**src/rtl/mem_stage_lsu_pkg.sv**
```systemverilog
// Shared definitions for the MEM-stage load/store unit: RV32I load/store
// funct3 encodings, the LSU state type and a funct3 legality helper.
package mem_stage_lsu_pkg;

  localparam logic [2:0] LS_B  = 3'b000;
  localparam logic [2:0] LS_H  = 3'b001;
  localparam logic [2:0] LS_W  = 3'b010;
  localparam logic [2:0] LS_BU = 3'b100;
  localparam logic [2:0] LS_HU = 3'b101;

  typedef enum logic [1:0] {
    IDLE = 2'd0,
    BUSY = 2'd1,
    DONE = 2'd2
  } lsu_state_t;

  // Stores only exist in signed-agnostic byte/half/word form; the unsigned
  // variants are load-only.
  function automatic logic funct3_legal(input logic [2:0] f3, input logic write);
    logic ok;
    ok = 1'b0;
    case (f3)
      LS_B, LS_H, LS_W: ok = 1'b1;
      LS_BU, LS_HU:     ok = !write;
      default:          ok = 1'b0;
    endcase
    return ok;
  endfunction

endpackage

```
**src/rtl/mem_stage_lsu_if.sv**
```systemverilog
// Word-wide data-memory bus with a single-cycle req/ack handshake.
// The LSU is the master; the memory (or a bench model) is the slave.
interface mem_stage_lsu_if;
  logic        bus_req_o;
  logic        bus_we_o;
  logic [31:0] bus_addr_o;
  logic [3:0]  bus_be_o;
  logic [31:0] bus_wdata_o;
  logic        bus_ack_i;
  logic [31:0] bus_rdata_i;

  modport master (
    output bus_req_o, bus_we_o, bus_addr_o, bus_be_o, bus_wdata_o,
    input  bus_ack_i, bus_rdata_i
  );

  modport slave (
    input  bus_req_o, bus_we_o, bus_addr_o, bus_be_o, bus_wdata_o,
    output bus_ack_i, bus_rdata_i
  );
endinterface

```
**src/rtl/mem_stage_lsu_align.sv**
```systemverilog
// Purely combinational lane logic for the LSU: store byte enables and lane
// replication, legality/alignment checks, and load-data extraction with
// sign or zero extension.
module mem_stage_lsu_align
  import mem_stage_lsu_pkg::*;
(
  input  logic        i_write,
  input  logic [2:0]  i_funct3,
  input  logic [1:0]  i_addr_lo,
  input  logic [31:0] i_wdata,
  output logic        o_illegal,
  output logic        o_misaligned,
  output logic [3:0]  o_be,
  output logic [31:0] o_wdata,
  input  logic [2:0]  i_ld_funct3,
  input  logic [1:0]  i_ld_lane,
  input  logic [31:0] i_rdata,
  output logic [31:0] o_ldata
);

  logic [7:0]  w_byte;
  logic [15:0] w_half;

  // Request side: size from funct3[1:0], lanes from the low address bits.
  always_comb begin
    o_illegal    = !funct3_legal(i_funct3, i_write);
    o_misaligned = 1'b0;
    o_be         = 4'b1111;
    o_wdata      = i_wdata;
    case (i_funct3[1:0])
      2'b00: begin
        o_be    = 4'b0001 << i_addr_lo;
        o_wdata = {4{i_wdata[7:0]}};
      end
      2'b01: begin
        o_misaligned = i_addr_lo[0];
        o_be         = i_addr_lo[1] ? 4'b1100 : 4'b0011;
        o_wdata      = {2{i_wdata[15:0]}};
      end
      default: o_misaligned = |i_addr_lo;
    endcase
    if (!i_write) o_wdata = '0;
  end

  // Response side: pick the addressed lane, then extend per funct3.
  always_comb begin
    w_byte = i_rdata[7:0];
    case (i_ld_lane)
      2'd1:    w_byte = i_rdata[15:8];
      2'd2:    w_byte = i_rdata[23:16];
      2'd3:    w_byte = i_rdata[31:24];
      default: w_byte = i_rdata[7:0];
    endcase
    w_half = i_ld_lane[1] ? i_rdata[31:16] : i_rdata[15:0];
    case (i_ld_funct3)
      LS_B:    o_ldata = {{24{w_byte[7]}}, w_byte};
      LS_BU:   o_ldata = {24'h0, w_byte};
      LS_H:    o_ldata = {{16{w_half[15]}}, w_half};
      LS_HU:   o_ldata = {16'h0, w_half};
      default: o_ldata = i_rdata;
    endcase
  end

endmodule

```
**src/rtl/mem_stage_lsu.sv**
```systemverilog
// MEM-stage load/store unit. Accepts one load/store from EX/MEM, stalls the
// pipeline while it runs a byte-enabled word access on the data bus, and
// returns extended load data plus an error flag with a one-cycle done pulse.
module mem_stage_lsu
  import mem_stage_lsu_pkg::*;
#(
  parameter int TIMEOUT_CYCLES = 16,
  parameter int CNT_WIDTH      = 5
) (
  input  logic          CLK,
  input  logic          RESET,
  input  logic          req_valid_i,
  input  logic          req_write_i,
  input  logic [2:0]    req_funct3_i,
  input  logic [31:0]   req_addr_i,
  input  logic [31:0]   req_wdata_i,
  output logic          stall_o,
  output logic          done_o,
  output logic [31:0]   rdata_o,
  output logic          misaligned_o,
  output logic          illegal_o,
  output logic          bus_err_o,
  mem_stage_lsu_if.master bus
);

  localparam bit                   LP_TO_EN    = (TIMEOUT_CYCLES != 0);
  localparam logic [CNT_WIDTH-1:0] LP_CNT_LAST =
    (TIMEOUT_CYCLES > 0) ? CNT_WIDTH'(TIMEOUT_CYCLES - 1) : '0;

  lsu_state_t           r_state;
  logic [CNT_WIDTH-1:0] r_cnt;
  logic                 r_write;
  logic [2:0]           r_funct3;
  logic [1:0]           r_lane;
  logic                 r_done;
  logic [31:0]          r_rdata;
  logic                 r_misaligned;
  logic                 r_illegal;
  logic                 r_bus_err;
  logic                 r_bus_req;
  logic                 r_bus_we;
  logic [31:0]          r_bus_addr;
  logic [3:0]           r_bus_be;
  logic [31:0]          r_bus_wdata;

  logic                 w_illegal;
  logic                 w_misaligned;
  logic [3:0]           w_be;
  logic [31:0]          w_wdata;
  logic [31:0]          w_ldata;

  mem_stage_lsu_align u_align (
    .i_write      (req_write_i),
    .i_funct3     (req_funct3_i),
    .i_addr_lo    (req_addr_i[1:0]),
    .i_wdata      (req_wdata_i),
    .o_illegal    (w_illegal),
    .o_misaligned (w_misaligned),
    .o_be         (w_be),
    .o_wdata      (w_wdata),
    .i_ld_funct3  (r_funct3),
    .i_ld_lane    (r_lane),
    .i_rdata      (bus.bus_rdata_i),
    .o_ldata      (w_ldata)
  );

  // Stall is combinational so the request cycle itself already freezes the
  // front of the pipe; it is forced low while reset is held.
  assign stall_o = RESET & (((r_state == IDLE) & req_valid_i) | (r_state == BUSY));

  assign done_o           = r_done;
  assign rdata_o          = r_rdata;
  assign misaligned_o     = r_misaligned;
  assign illegal_o        = r_illegal;
  assign bus_err_o        = r_bus_err;
  assign bus.bus_req_o    = r_bus_req;
  assign bus.bus_we_o     = r_bus_we;
  assign bus.bus_addr_o   = r_bus_addr;
  assign bus.bus_be_o     = r_bus_be;
  assign bus.bus_wdata_o  = r_bus_wdata;

  // Control FSM: accept/check request, run the bus access, report completion.
  always_ff @(posedge CLK or negedge RESET) begin
    if (!RESET) begin
      r_state      <= IDLE;
      r_cnt        <= '0;
      r_write      <= 1'b0;
      r_funct3     <= '0;
      r_lane       <= '0;
      r_done       <= 1'b0;
      r_rdata      <= '0;
      r_misaligned <= 1'b0;
      r_illegal    <= 1'b0;
      r_bus_err    <= 1'b0;
      r_bus_req    <= 1'b0;
      r_bus_we     <= 1'b0;
      r_bus_addr   <= '0;
      r_bus_be     <= '0;
      r_bus_wdata  <= '0;
    end else begin
      case (r_state)
        IDLE: begin
          if (req_valid_i) begin
            r_write  <= req_write_i;
            r_funct3 <= req_funct3_i;
            r_lane   <= req_addr_i[1:0];
            // Errors are reported without touching the bus; illegal wins.
            if (w_illegal) begin
              r_state   <= DONE;
              r_done    <= 1'b1;
              r_illegal <= 1'b1;
            end else if (w_misaligned) begin
              r_state      <= DONE;
              r_done       <= 1'b1;
              r_misaligned <= 1'b1;
            end else begin
              r_state     <= BUSY;
              r_cnt       <= '0;
              r_bus_req   <= 1'b1;
              r_bus_we    <= req_write_i;
              r_bus_addr  <= {req_addr_i[31:2], 2'b00};
              r_bus_be    <= w_be;
              r_bus_wdata <= w_wdata;
            end
          end
        end
        BUSY: begin
          // An ack arriving on the expiry cycle still completes normally.
          if (bus.bus_ack_i) begin
            r_state     <= DONE;
            r_done      <= 1'b1;
            r_rdata     <= r_write ? 32'h0 : w_ldata;
            r_bus_req   <= 1'b0;
            r_bus_we    <= 1'b0;
            r_bus_addr  <= '0;
            r_bus_be    <= '0;
            r_bus_wdata <= '0;
          end else if (LP_TO_EN && (r_cnt == LP_CNT_LAST)) begin
            r_state     <= DONE;
            r_done      <= 1'b1;
            r_bus_err   <= 1'b1;
            r_rdata     <= '0;
            r_bus_req   <= 1'b0;
            r_bus_we    <= 1'b0;
            r_bus_addr  <= '0;
            r_bus_be    <= '0;
            r_bus_wdata <= '0;
          end else begin
            r_cnt <= r_cnt + CNT_WIDTH'(1);
          end
        end
        DONE: begin
          // The instruction retires this cycle; req_valid_i still shows it.
          r_state      <= IDLE;
          r_done       <= 1'b0;
          r_rdata      <= '0;
          r_misaligned <= 1'b0;
          r_illegal    <= 1'b0;
          r_bus_err    <= 1'b0;
        end
        default: r_state <= IDLE;
      endcase
    end
  end

endmodule

```
**src/flat_wrapper.sv**
```systemverilog
// flat-port wrapper written by rule: the top's interface ports become plain ports
module mem_stage_lsu_flat import mem_stage_lsu_pkg::*;
#(
  parameter int TIMEOUT_CYCLES = 16,
  parameter int CNT_WIDTH      = 5
)
  (CLK, RESET, req_valid_i, req_write_i, req_funct3_i, req_addr_i, req_wdata_i, stall_o, done_o, rdata_o, misaligned_o, illegal_o, bus_err_o, bus_bus_req_o, bus_bus_we_o, bus_bus_addr_o, bus_bus_be_o, bus_bus_wdata_o, bus_bus_ack_i, bus_bus_rdata_i);
  mem_stage_lsu_if bus_i ();
  input  logic CLK;
  input  logic RESET;
  input  logic req_valid_i;
  input  logic req_write_i;
  input  logic [2:0] req_funct3_i;
  input  logic [31:0] req_addr_i;
  input  logic [31:0] req_wdata_i;
  output logic stall_o;
  output logic done_o;
  output logic [31:0] rdata_o;
  output logic misaligned_o;
  output logic illegal_o;
  output logic bus_err_o;
  output wire logic [$bits(bus_i.bus_req_o)-1:0] bus_bus_req_o;
  output wire logic [$bits(bus_i.bus_we_o)-1:0] bus_bus_we_o;
  output wire logic [$bits(bus_i.bus_addr_o)-1:0] bus_bus_addr_o;
  output wire logic [$bits(bus_i.bus_be_o)-1:0] bus_bus_be_o;
  output wire logic [$bits(bus_i.bus_wdata_o)-1:0] bus_bus_wdata_o;
  input wire logic [$bits(bus_i.bus_ack_i)-1:0] bus_bus_ack_i;
  input wire logic [$bits(bus_i.bus_rdata_i)-1:0] bus_bus_rdata_i;
  assign bus_bus_req_o = bus_i.bus_req_o;
  assign bus_bus_we_o = bus_i.bus_we_o;
  assign bus_bus_addr_o = bus_i.bus_addr_o;
  assign bus_bus_be_o = bus_i.bus_be_o;
  assign bus_bus_wdata_o = bus_i.bus_wdata_o;
  assign bus_i.bus_ack_i = bus_bus_ack_i;
  assign bus_i.bus_rdata_i = bus_bus_rdata_i;
  mem_stage_lsu #(.TIMEOUT_CYCLES(TIMEOUT_CYCLES), .CNT_WIDTH(CNT_WIDTH)) u_core (.CLK(CLK), .RESET(RESET), .req_valid_i(req_valid_i), .req_write_i(req_write_i), .req_funct3_i(req_funct3_i), .req_addr_i(req_addr_i), .req_wdata_i(req_wdata_i), .stall_o(stall_o), .done_o(done_o), .rdata_o(rdata_o), .misaligned_o(misaligned_o), .illegal_o(illegal_o), .bus_err_o(bus_err_o), .bus(bus_i));
endmodule
```
**config.mk**
```make
export PLATFORM = sky130hd
export DESIGN_NAME = mem_stage_lsu_flat
export DESIGN_NICKNAME = d
export VERILOG_FILES = /design/src/rtl/mem_stage_lsu_pkg.sv /design/src/rtl/mem_stage_lsu_if.sv /design/src/rtl/mem_stage_lsu_align.sv /design/src/rtl/mem_stage_lsu.sv /design/src/flat_wrapper.sv
export SDC_FILE = /design/constraint.sdc
export NUM_CORES = 1
export LEC_CHECK = 0
export ABC_AREA = 1
export ABC_CLOCK_PERIOD_IN_PS = 3000
export BUFFER_PORTS_ARGS = -buffer_cell sky130_fd_sc_hd__buf_4
export CAP_MARGIN = 10
export CORE_UTILIZATION = 54
export CTS_CLUSTER_DIAMETER = 40
export DETAILED_ROUTE_END_ITERATION = 8
export PLACE_DENSITY = 0.85
export SLEW_MARGIN = 5
export SYNTH_ARGS = -nofsm -noshare
export SYNTH_HDL_FRONTEND = slang
export SYNTH_SLANG_ARGS = --single-unit
```
**constraint.sdc**
```tcl
create_clock -name CLK -period 3 [get_ports CLK]
set_input_delay 0 -clock CLK [delete_from_list [all_inputs] [get_ports CLK]]
set_output_delay 0 -clock CLK [all_outputs]
set_load 0.03 [all_outputs]
```
== Yosys cells after proc, flatten, opt, wreduce, memory -nomap -nowiden ==
Index checks and enable logic that the tools add are counted.
Storage, ports and cells
  output and inout port bits: 107
  input bits: 104
  flip-flop bits (word level): 119
  word-level logic and storage cells: 129
Cells by class
  eq/ne operators: 24
  add/sub/neg operators: 1
  bitwise operators: 3
  mux-type cells: 64
  reductions and logical operators: 21
  shift operators: 1
Operators with widths (number)
  $mux W32: 11
  $pmux W32 S2: 4
  $pmux W32 S4: 1
  $mux W5: 5
  $mux W4: 6
  $pmux W8 S3: 1
  $mux W1: 18
  $mux W16: 1
  $ne A2 B2 Y1 const B: 8
  $pmux W4 S2: 2
  $pmux W1 S2: 7
  $eq A3 B3 Y1 const B: 4
  $mux W2: 5
  $pmux W5 S2: 1
  $reduce_and A4 Y1: 2
  $eq A2 B1 Y1 const B: 3
  $eq A2 B2 Y1 const B: 3
  $eq A3 B1 Y1 const B: 2
  $logic_not A3 Y1: 2
  $ne A3 B3 Y1 const B: 2
  $reduce_and A2 Y1: 3
  $reduce_and A3 Y1: 2
  $reduce_and A6 Y1: 1
  $reduce_bool A2 Y1: 3
  14 further kinds: 17

== Longest topological paths before layout ==
  word-level depth: 7
  gate-level depth with buffers: 11
  gate-level depth less buffers: 10

== Cells and area by module ==
From an unflattened synthesis, not the netlist that was laid out.
Unflattened totals
  cells, all modules: 976
  area total of the unflattened synthesis: 6663.9 um2
Modules (own cells, without submodules)
  mem_stage_lsu: cells an instance 694, area each 5330.1 um2, instances 1, sequential area each 2927.8 um2
  mem_stage_lsu_align: cells an instance 282, area each 1333.8 um2, instances 1, sequential area each 0.0 um2

== Worst setup path before layout ==
Ideal clock, no wire load.
  kind: flip-flop to flip-flop
  from: reg u_core.r_cnt[0]
  to: reg u_core.r_bus_addr[11], in the netlist u_core.bus.bus_addr_o[11]
  setup slack: 1.158 ns
  cell stages (with the launch flop): 12
  period minus slack after synthesis: 1.842 ns
  path buffers: 2
  setup time: 0.066 ns
  data required time: 2.934 ns
  data arrival time: 1.776 ns
  cells stage by stage: dfrtp_1 ha_1 nand2_1 nor2_1 ha_1 nor3_4 inv_2 nand3_2 buf_6 buf_6 nand2_1 nand2_1
On the way
  cells in the longest elaborated chain, start to end: 3
Ends and longest elaborated chain
  start, declared: line mem_stage_lsu.sv:31  | logic [CNT_WIDTH-1:0] r_cnt;
  start signal, assigned: line mem_stage_lsu.sv:149  | r_cnt <= r_cnt + CNT_WIDTH'(1);
  $eq A5 B4 Y1: line mem_stage_lsu.sv:138  | end else if (LP_TO_EN && (r_cnt == LP_CNT_LAST)) begin
  $ne A3 B3 Y1 (no source line)
  $reduce_and A5 Y1 (no source line)
  end signal, assigned: line mem_stage_lsu.sv:121  | r_bus_addr <= {req_addr_i[31:2], 2'b00};
  end, declared: line mem_stage_lsu.sv:42  | logic [31:0] r_bus_addr;
No other way between the ends.
A chain may end at the register's enable or synchronous reset.

== Worst setup path in the final report ==
  from: reg u_core.r_funct3[1]
  to: reg u_core.r_rdata[15], in the netlist u_core.rdata_o[15]
On the way
  cells in the longest elaborated chain, start to end: 5
  elaborated cells on any way between the ends: 8
  those cells by class: eq/ne (3); mux (4); reduce/logical (1)
Ends and longest elaborated chain
  start, declared: line mem_stage_lsu.sv:33  | logic [2:0] r_funct3;
  start signal, assigned: line mem_stage_lsu.sv:105  | r_funct3 <= req_funct3_i;
  $eq A3 B3 Y1, or another cell as far along: line mem_stage_lsu_align.sv:55  | case (i_ld_funct3)
  $pmux W32 S4 (*): line mem_stage_lsu_align.sv:55
  $mux W32 (*): line mem_stage_lsu.sv:132  | r_rdata <= r_write ? 32'h0 : w_ldata;
  $mux W32 (*): line mem_stage_lsu.sv:129  | if (bus.bus_ack_i) begin
  $pmux W32 S2 (*): line mem_stage_lsu.sv:101  | case (r_state)
  end signal, assigned: line mem_stage_lsu.sv:132
  end, declared: line mem_stage_lsu.sv:36  | logic [31:0] r_rdata;
Every way passes the cells marked *; elsewhere a longest branch is shown, timed or not.

==> impl_metrics.py <==
metrics = {
    "outcome": {
        "outcome": "finished clean",
    },
    "floorplan": {
        "floorplan.initialDensity_pct": 55.53,
        "die_x_um": 107.8,
        "chipHeight_um": 107.8,
        "die-area_um2": 11620,
        "core.rowCount": 38,
        "core_um2": 10890,
        "io_pins": 211,
    },
    "yosys": {
        "synthCells": 840,
        "ys_ff_latch": 117,
        "avgSynthCellArea_um2": 7.197,
        "seq_area_frac_synth_pct": 48.43,
        "syn_area_um2": 6046,
        "yosysWarnings": 0,
        "yosys.area.top_type_share_pct": 48.43,
        "synth_top_area_cell": "dfrtp_1",
        "ys_types": 29,
        "netlist_top_cells_area": "dfrtp_1 (48%), nand2_1 (23%), nand3_1 (6.1%)",
    },
    "clock_tree": {
        "hold_buffers": 124,
        "clk_transition_reported_paths_ns": 0.06,
        "cts.sinks": 117,
        "clk_path_buf_depth": 2,
        "cts_buffers": 17,
        "post_cts_buffers": 0,
        "cts_resized": 0,
        "clk_latency_ns": 0.52,
        "cts_max_level": 4,
        "cts_tree": "built",
        "cts-root-buf": "clkbuf_8",
    },
    "pwr": {
        "p_seq_share_pct": 29.0,
        "peakVddDrop_mv": 0.5930,
        "pwr-share-comb_pct": 49.4,
        "clkPwrFrac_pct": 21.6,
        "sw_frac_of_total_pct": 46.17,
        "leakagePower_nw": 5.219,
        "internal_power_mw": 4.603,
        "p_per_area_nw_per_um2": 906.4,
        "p_sw_mw": 3.948,
    },
    "worst_setup_path": {
        "crit_path_max_fanout": 27,
        "r2r_start": "u_core.r_funct3[1]$_DFFE_PN0P_",
        "r2r_end": "u_core.rdata_o[15]$_DFFE_PN0P_",
        "worst-setup-path-type": "flip-flop to flip-flop",
        "cp.required_ns": 3.46,
        "cp-start-kind": "flip-flop",
        "worstRegToRegCells": 8,
        "crit_path_end_kind": "flip-flop",
        "reg2reg_slack_ns": 0.30,
        "arrival_ns": 3.16,
        "crit_path_end": "u_core.rdata_o[15]$_DFFE_PN0P_",
        "setup.worst_path.start": "u_core.r_funct3[1]$_DFFE_PN0P_",
    },
    "detailed_routing": {
        "ant_nets": 0,
        "via_per_inst": 5.580,
        "wirelength_um": 22390,
        "num_vias": 7310,
        "drt-initial-drc-count": 784,
        "drcViolationCount": 0,
        "routedWlPerCell_um": 17.09,
        "drt_first_pass_iters": 7,
    },
    "flow_run": {
        "maxCapViolations": 0,
    },
    "place": {
        "dp_hpwl_um": 11940,
        "place_area_um2": 7651,
        "place_congestion": 0.9048,
        "port-buffer-count": 208,
    },
    "global_route": {
        "grt_pass1_vias": 7203,
        "overflow": 0,
        "grt_max_degree": 92,
        "grt_pass1_wl_um": 34840,
        "antenna_found_initial": 0,
        "grt_util_all_layers_pct": 39.58,
    },
    "finish": {
        "fin_util_pct": 86.65,
        "nNetsFinal": 1266,
        "n_antenna_cell": 0,
        "fill_cells": 579,
        "area_delta_synth_final_pct": 56.04,
        "finalInstanceArea_um2": 9434,
        "drive_above_1_share_pct": 22.31,
    },
    "sta": {
        "timing.final.hold_violations": 0,
        "setup_tns_ns": 0,
        "drv_slew": 0,
        "fmax_mhz": 370.2,
        "rsz0062_at_grt": "false",
        "post-route-min-period_ns": 2.702,
        "worstMarginPinSlew_ns": 0.7002,
        "relSlewSlack_pct": 53.15,
        "setup_viol": 0,
        "fin_crit_sh_pct": 90.05,
        "skew_ns": 0.008816,
    },
    "hold_path": {
        "hold_class": "input pin to flip-flop",
    },
}
worst min path at each step:
stage                   startpoint  depth (start not counted)                                      to  slack (ns)
finish              req_addr_i[28]                          4   u_core.bus.bus_addr_o[28]$_DFFE_PN0P_        0.27
global route        req_addr_i[28]                          4   u_core.bus.bus_addr_o[28]$_DFFE_PN0P_        0.28
CTS                  req_addr_i[2]                          4    u_core.bus.bus_addr_o[2]$_DFFE_PN0P_        0.23
detailed placement           RESET                          1           u_core.r_state[0]$_DFFE_PN0P_       -0.05
global placement             RESET                          1  u_core.bus.bus_wdata_o[15]$_DFFE_PN0P_       -0.06
floorplan                    RESET                          0   u_core.bus.bus_addr_o[10]$_DFFE_PN0P_       -0.30
worst max-delay path: stages, from the launching register on:
cell,delay [ns]
dfrtp_1,0.60
inv_2,0.46
nand2_1,0.35
nor2_1,0.22
nand3_2,0.23
nand2_1,0.12
nand2_1,0.05
dlygate4sd3_1,0.55
nand2_1,0.06
cells by family (layout without fill, tap and decap cells):
family / Yosys count / after routing / share of synthesized area [%]
compound gates: 63 / 63 / 5.360
fa+ha+maj: 5 / 5 / 1.035
xor+xnor: 1 / 1 / 0.1449
simple gates: 541 / 541 / 36.90
flops: 117 / 117 / 48.43
other cells: 1 / 2 / 0.06203
buf+inv: 112 / 441 / 8.071
power groups by stage:
| stage | registers, mW | logic (mW) | clock network (mW) |
|---|---|---|---|
| final | 2.48 | 4.22 | 1.85 |
| after global routing | 2.53 | 4.53 | 1.93 |
| after CTS | 2.45 | 4.07 | 1.84 |
| after detailed placement | 2.46 | 3.89 | 0 |
| after global placement | 2.46 | 3.81 | 0 |
| after floorplan | 3.30 | 1.72 | 0 |
sequential cells by signal, summed over array words and instances, names as in the netlist, 2 cells and up:
signal and flops:
u_core.bus.bus_addr_o 30, u_core.r_state 2, u_core.r_cnt 5, u_core.r_funct3 3, u_core.bus.bus_wdata_o 32, u_core.bus.bus_be_o 4
u_core.r_lane 2, u_core.rdata_o 32
stage by stage:
step	hold WS (ns)	cells	total power [mW]	worst slack, ns
finish	0.2697	1310	8.551	0.2985
global placement	-0.05564	1154	6.264	0.6727
CTS	0.2338	1310	8.368	0.3805
global route	0.2767	1310	8.988	0.1550
detailed placement	-0.05401	1154	6.346	0.6520
floorplan	-0.2956	841	5.013	1.158
cell usage after synthesis, drive strengths merged:
| cell | instances |
|---|---|
| ha | 5 |
| dfrtp | 117 |
| conb | 1 |
| nand4 | 16 |
| clkinv | 1 |
| o211ai | 1 |
| xor2 | 1 |
| buf | 25 |
| a21oi | 11 |
| nand3 | 77 |
| clkbuf | 19 |
| nor3b | 1 |
| nor2 | 61 |
| a21boi | 1 |
| nand2 | 366 |
| or2 | 1 |
| nor3 | 19 |
| inv | 67 |
| o21ai | 50 |
layout by cell type, fill, tap and decap left out, types with 2 or more instances in the layout:
master,synthesis,final
o21ai_0,48,48
ha_1,5,5
clkbuf_1,19,2
a21oi_1,11,11
nor2_1,59,59
conb_1,1,2
nand3_1,74,74
clkbuf_16,0,16
nand3_2,3,3
nand2_1,365,365
inv_2,4,4
buf_4,5,215
buf_12,0,3
inv_1,63,63
clkinv_2,0,5
dlygate4sd3_1,0,123
nor3_1,18,18
nand4_1,16,16
clkinvlp_4,0,5
dfrtp_1,117,117
metal layers:
metal	track usage, %	wire (um)	vias up	share of wire [%]
li1	-	-	3275	-
met1	42.82	7845	3287	35
met2	65.93	10980	579	49
met3	10.23	1990	169	8.9
met4	30.82	1569	0	7.0
met5	0	0	-	0
cell type report:
class	instances	area [um2]	area share (%)
Inverter	68	255.2	2.706
Timing Repair Buffer	341	2905	30.80
Clock buffer	19	421.7	4.469
Clock inverter	13	110.1	1.167
Tap cell	140	175.2	1.857
Multi-Input combinational cell	612	2639	27.97
Sequential cell	117	2928	31.03
(Power assumes the default switching activity.)
